--- src/rtl/fetch.sv ---
// -----------------------------------------------------------------------------
// fetch -- instruction fetch unit with a single outstanding memory read
//
// It issues word-aligned reads at the current PC. Each returned instruction
// goes to the registered I_* outputs. If downstream is stalling when the data
// arrives, the word is parked in a one-entry buffer. A branch redirect
// squashes everything in flight. If a read was already accepted when the
// redirect came in, its data is discarded when it arrives.
//
// Ports
//   CLK           clock, rising edge
//   RST           synchronous active-high reset
//   STALL         downstream not accepting; I_* hold
//   BRANCH_EN     redirect request (highest priority)
//   BRANCH_PC     redirect target (low two bits ignored)
//   MEM_RD_EN     read request
//   MEM_RD_ADDR   read address (word aligned)
//   MEM_RD_READY  memory accepts the request this cycle
//   MEM_RD_VALID  read data valid (one-cycle pulse)
//   MEM_RD_DATA   instruction word
//   I_PC          PC of delivered instruction
//   I_INST        delivered instruction
//   I_VALID       I_PC / I_INST valid
// -----------------------------------------------------------------------------
module fetch #(
   parameter logic [31:0] RESET_PC = 32'h0000_0000
) (
   input  logic        CLK,
   input  logic        RST,
   input  logic        STALL,
   input  logic        BRANCH_EN,
   input  logic [31:0] BRANCH_PC,
   output logic        MEM_RD_EN,
   output logic [31:0] MEM_RD_ADDR,
   input  logic        MEM_RD_READY,
   input  logic        MEM_RD_VALID,
   input  logic [31:0] MEM_RD_DATA,
   output logic [31:0] I_PC,
   output logic [31:0] I_INST,
   output logic        I_VALID
);

   typedef enum logic [1:0] {
      ST_REQ  = 2'd0,
      ST_WAIT = 2'd1,
      ST_HOLD = 2'd2
   } state_t;

   state_t      state_reg,    state_next;
   logic [31:0] pc_reg,       pc_next;
   logic        discard_reg,  discard_next;
   // The buffer is full exactly when the FSM is in ST_HOLD, so it needs no
   // separate valid flag.
   logic [31:0] buf_pc_reg,   buf_pc_next;
   logic [31:0] buf_inst_reg, buf_inst_next;
   logic [31:0] i_pc_reg,     i_pc_next;
   logic [31:0] i_inst_reg,   i_inst_next;
   logic        i_valid_reg,  i_valid_next;

   // Redirect targets are forced to word alignment; the low bits are unused.
   logic branch_pc_unused;
   assign branch_pc_unused = ^BRANCH_PC[1:0];

   assign MEM_RD_EN   = (state_reg == ST_REQ) && !RST;
   assign MEM_RD_ADDR = pc_reg;
   assign I_PC        = i_pc_reg;
   assign I_INST      = i_inst_reg;
   assign I_VALID     = i_valid_reg;

   always_ff @(posedge CLK) begin
      if (RST) begin
         state_reg    <= ST_REQ;
         pc_reg       <= RESET_PC;
         discard_reg  <= 1'b0;
         buf_pc_reg   <= 32'h0;
         buf_inst_reg <= 32'h0;
         i_pc_reg     <= 32'h0;
         i_inst_reg   <= 32'h0;
         i_valid_reg  <= 1'b0;
      end else begin
         state_reg    <= state_next;
         pc_reg       <= pc_next;
         discard_reg  <= discard_next;
         buf_pc_reg   <= buf_pc_next;
         buf_inst_reg <= buf_inst_next;
         i_pc_reg     <= i_pc_next;
         i_inst_reg   <= i_inst_next;
         i_valid_reg  <= i_valid_next;
      end
   end

   always_comb begin
      state_next    = state_reg;
      pc_next       = pc_reg;
      discard_next  = discard_reg;
      buf_pc_next   = buf_pc_reg;
      buf_inst_next = buf_inst_reg;
      i_pc_next     = i_pc_reg;
      i_inst_next   = i_inst_reg;
      i_valid_next  = i_valid_reg;

      // With downstream accepting, I_VALID drops unless something is
      // delivered below. Under STALL every I_* output simply holds.
      if (!STALL) begin
         i_valid_next = 1'b0;
      end

      if (BRANCH_EN) begin
         // A redirect overrides stall and every FSM event. The buffer empties
         // because the next state is never ST_HOLD.
         pc_next      = {BRANCH_PC[31:2], 2'b00};
         i_valid_next = 1'b0;
         discard_next = 1'b0;
         state_next   = ST_REQ;
         case (state_reg)
            ST_REQ: begin
               // The old address is accepted on this same edge, so its
               // data is still owed and must be thrown away.
               if (MEM_RD_READY) begin
                  state_next   = ST_WAIT;
                  discard_next = 1'b1;
               end
            end
            ST_WAIT: begin
               // If the data has not arrived yet, keep waiting and drop it
               // when it does. If it arrives now, it is dropped here.
               if (!MEM_RD_VALID) begin
                  state_next   = ST_WAIT;
                  discard_next = 1'b1;
               end
            end
            default: ;
         endcase
      end else begin
         case (state_reg)
            ST_REQ: begin
               if (MEM_RD_READY) begin
                  state_next = ST_WAIT;
               end
            end
            ST_WAIT: begin
               if (MEM_RD_VALID) begin
                  if (discard_reg) begin
                     discard_next = 1'b0;
                     state_next   = ST_REQ;
                  end else if (!STALL) begin
                     i_pc_next    = pc_reg;
                     i_inst_next  = MEM_RD_DATA;
                     i_valid_next = 1'b1;
                     pc_next      = pc_reg + 32'd4;
                     state_next   = ST_REQ;
                  end else begin
                     buf_pc_next   = pc_reg;
                     buf_inst_next = MEM_RD_DATA;
                     state_next    = ST_HOLD;
                  end
               end
            end
            ST_HOLD: begin
               if (!STALL) begin
                  i_pc_next    = buf_pc_reg;
                  i_inst_next  = buf_inst_reg;
                  i_valid_next = 1'b1;
                  pc_next      = buf_pc_reg + 32'd4;
                  state_next   = ST_REQ;
               end
            end
            default: begin
               state_next = ST_REQ;
            end
         endcase
      end
   end

endmodule

--- config.mk ---
export PLATFORM = sky130hd
export DESIGN_NAME = fetch
export DESIGN_NICKNAME = d
export VERILOG_FILES = /design/src/rtl/fetch.sv
export SDC_FILE = /design/constraint.sdc
export NUM_CORES = 1
export LEC_CHECK = 0
export BUFFER_PORTS_ARGS = -buffer_cell sky130_fd_sc_hd__buf_2
export CORE_MARGIN = 4
export CORE_UTILIZATION = 50
export DETAILED_ROUTE_END_ITERATION = 12
export PLACE_DENSITY = 0.74
export SLEW_MARGIN = 20
export SYNTH_ARGS = -nofsm -noshare
export SYNTH_HDL_FRONTEND = slang
export SYNTH_SLANG_ARGS = --single-unit
--- constraint.sdc ---
create_clock -name CLK -period 7.6 [get_ports CLK]
set_input_delay 1.52 -clock CLK [delete_from_list [all_inputs] [get_ports CLK]]
set_output_delay 1.52 -clock CLK [all_outputs]
set_load 0.005 [all_outputs]
### Yosys cells after proc, flatten, opt, wreduce, memory -nomap -nowiden

Index checks and enable logic that the tools add are counted.

* register bits after elaboration: 164
* input bits: 70
* output and inout port bits: 98
* word-level logic and storage cells: 75

* add/sub/neg operators: 2
* equality and inequality tests: 11
* muxes and demuxes: 37
* bitwise logic cells: 2
* reduce and logical (&&, ||, !) cells: 14

Operators with widths (number)
* two-way mux 32 bit: 13
* one-hot mux 32 bit (2 select lines): 3
* adder 32 x 3 -> 32 bit, second input constant: 2
* != test 3 bit, second input constant: 5
* AND reduction 5 bit: 3
* two-way mux 2 bit: 6
* two-way mux 1 bit: 11
* != test 2 bit, second input constant: 4
* one-hot mux 1 bit (2 select lines): 3
* one-hot mux 2 bit (3 select lines): 1
* AND reduction 6 bit: 1
* nonzero test 2 bit: 3
* AND reduction 3 bit: 1
* nonzero test 3 bit: 1
* == test 2 x 1 -> 1 bit, second input constant: 1
* == test 2 bit, second input constant: 1
* zero test 2 bit: 1
* NOT 1 bit: 2
* AND reduction 2 bit: 1
* OR reduction 2 bit: 1
* logical AND 1 bit: 1
* zero test 1 bit: 1

### Logic depth before layout (Yosys ltp)

* depth after elaboration: 6
* gate-level depth with buffers: 15
* gate-level depth less buffers: 11

### Worst setup path after synthesis

Ideal clock, no wire load.

* path kind: input to output
* from: in RST
* to: out MEM_RD_EN
* arrival time: 2.137 ns
* slack: 3.943 ns
* stages on the path: 3
* buffers on the path: 2
* path through: clkbuf_1 > clkbuf_1 > nor2_1

* cells in the longest elaborated chain, start to end: 2

RTL lines
* start, declared: line 29 `input logic RST,`
* zero test 1 bit: line 64 `assign MEM_RD_EN = (state_reg == ST_REQ) && !RST;`
* logical AND 1 bit: line 64
* end, declared: line 33 `output logic MEM_RD_EN,`

Every way passes these cells.

### Worst setup path in the final report

* from: in BRANCH_EN
* to: reg i_inst_reg[31] (netlist: I_INST[31])

* cells in the longest elaborated chain, start to end: 2

RTL lines
* start, declared: line 31 `input logic BRANCH_EN,`
* NOT 1 bit (no line)
* AND reduction 6 bit (no line)
* end signal, assigned: line 87 `i_inst_reg <= i_inst_next;`
* end, declared: line 57 `logic [31:0] i_inst_reg, i_inst_next;`

Every way passes these cells.
A chain may end at the register's enable or synchronous reset.

==> flow_summary.yaml <==
synth:
  synth_top_area_cell: "dfxtp_1"
  synth_cells: 912
  synth_edf_count: 0
  synthArstFlopShare_pct: 0
  synth-seq-area-share_pct: 43.4
  synth_top_family_by_area: "simple AND/OR/NAND/NOR gates"
  synth_mux_area_share_pct: 9.18
  post_synth_instance_area_sq_um: 7570
  yosys-top-cells-area: "dfxtp_1, mux2i_1, nand2_1"
  yosys.area.top_type_share_pct: 43.4
  ys_ff_latch: 164
  synth_xor_area_share_pct: 2.31
  syn_area_per_cell_sq_um: 8.30
  synth.distinct_cells: 58
  synth-simple-area-share_pct: 20.3
  ys.flop_type: "dfxtp_1"
  synth_compound_area_share_pct: 19.4
  synth_nets: 987
  synth-adder-area-share_pct: 0.827
  ys_warn_count: 0
routing:
  viasPerCell: 5.73
  wl_per_cell_microns: 16.6
  dr.pass1.iters: 5
  drt-total-wl_mm: 20.5
  drc: 0
  ant_nets: 0
  drtIter0Drc: 598
  vias: 7057
critical_path:
  path_class: "in -> reg"
  cp.arrival_ps: 4380
  timing.rr.end: "MEM_RD_ADDR[27]"
  startpoint_type: "primary input"
  path_max_fanout: 84
  timing.rr.start: "state_reg[0]"
  end_kind: "flop"
  regToRegSetupSlack_ps: 3610
  ff2ff_path_depth: 7
  crit_required_ps: 7930
pwr:
  irDropWorstVdd_v: 0.000225
  power_density_nw_per_um2: 228
  p_leak_nw: 3.36
  power_w: 0.00206
sta:
  slew_viol_final: 0
  fin_skew_ps: 9.55
  whs_ps: 452
  tightest_slew_ps: 945
  rsz0062_at_grt: "false"
  relSlewSlack_pct: 36.8
  period_minus_slack_ps: 4050
  fmax_mhz: 247
  setup_ws_ps: 3550
  setup_viol: 0
  layout_worst_path_cycle_share_pct: 53.3
  fin_tns_setup_ps: 0
  hold_violations: 0
cts:
  cts_resized: 0
  post-cts-setup-buffers: 0
  cts_htree_levels: 4
  cts.sinks: 164
  cts_buffer_depth: 2
  cts_buffers: 17
  path_clk_slew_ps: 60
  cts_tree: "built"
  cts_hold_buf: 0
  cts-root-buf: "clkbuf_16"
  clock_latency_ps: 420
placement:
  port_buffers: 165
  dp_slack_ps: 3150
  dpl.cell_count: 1199
  place_hpwl_mm: 13.3
  globalplace.congestion: 0.868
global_routing:
  grt_pass1_wl_mm: 32.4
  track_usage_pct: 23.6
  globalRoute.totalOverflow: 0
  grt_max_degree: 85
  grt_pass1_vias: 6509
  antenna_found_initial: 0
die:
  die_x_microns: 131
  die_area_sq_um: 17200
  io_pins: 168
  die_y_microns: 131
  rows: 44
  start_util_pct: 51.5
  core_area_sq_um: 14700
status:
  status: "finished, final reports clean"
hold_path:
  min_path_cells: 2
  hold_class: "reg -> reg"
  hold_end: "buf_inst_reg[3]"
  min_from: "buf_inst_reg[3]"
layout:
  fillers: 1343
  area_growth_pct: 19.2
  fin_nets: 1109
  regArea_sq_um: 3280
  drive_gt1_share_pct: 20.6
  layout_common_cells: "dfxtp_1, buf_2, nand2_1, nor2_1, a21oi_1"
  antenna_cells: 0
  multi_input_area_sq_um: 3970
  stdcell_count: 1231
flow_run:
  cap_viol_max_count: 0
[critical path, cell delays in order]
cell and delay [ps]:
buf_2 320, inv_1 770, o211a_4 630, buf_4 740, nor2_1 110, a211oi_1 250
[worst max path at each step]
| stage | startpoint | end | slack [ps] | cells past startpoint |
|---|---|---|---|---|
| after floorplan | RST | MEM_RD_EN | 3940 | 3 |
| after global placement | BRANCH_EN | I_PC[3] | 3220 | 6 |
| after detailed placement | BRANCH_EN | I_PC[7] | 3150 | 6 |
| after CTS | BRANCH_EN | I_INST[31] | 3550 | 6 |
| after global routing | BRANCH_EN | I_INST[14] | 3310 | 6 |
| final | BRANCH_EN | I_INST[31] | 3550 | 6 |
[per-layer routing]
metal,GRT usage [%],part of all wire (%),up-vias
met5,0,0,-
met4,8.77,1.4,0
met3,5.24,7.0,25
met2,36.8,46,244
met1,32.2,45,3313
li1,-,-,3475
[synthesized netlist by cell type (5+ instances only)]
cell type and n:
a2111oi_0 10, a211oi_1 64, a21oi_1 92, a31oi_1 6
and3_1 8, buf_2 7, clkbuf_1 53, dfxtp_1 164
ha_1 5, inv_1 10, mux2i_1 66, nand2_1 159
nand2b_1 5, nand3_1 21, nand3b_1 10, nand4_1 11
nor2_1 104, nor3_1 18, o21ai_0 9, xnor2_1 8
xor2_1 12
[stage by stage]
step	utilization [%]	instance area [sq um]
global route	61.4	9020
detailed placement	57.2	8400
floorplan	-	7570
CTS	61.4	9020
finish	61.4	9020
global placement	57.2	8400
[report_power, final]
part | switching (W) | internal (W)
Clock | 0.000337 | 0.000568
Sequential | 0.0000335 | 0.000900
Combinational | 0.000125 | 0.0000919
Total | 0.000496 | 0.00156
[kinds of logic (layout without fill, tap and decap cells)]
| kind of cell | count (synthesis) | after routing |
|---|---|---|
| buf+inv | 80 | 215 |
| xor+xnor | 20 | 20 |
| fa+ha+maj | 5 | 5 |
| compound gates | 223 | 223 |
| simple gates | 351 | 351 |
| flops | 164 | 164 |
| mux | 69 | 69 |
[cell type report]
class,instances,area share (%)
Clock buffer,24,5.23
Multi-Input combinational cell,668,43.9
Sequential cell,164,36.4
Inverter,10,0.416
Tap cell,184,2.55
Clock inverter,8,1.65
Timing Repair Buffer,173,9.84
No activity file was read; power rests on OpenSTA's default activity.
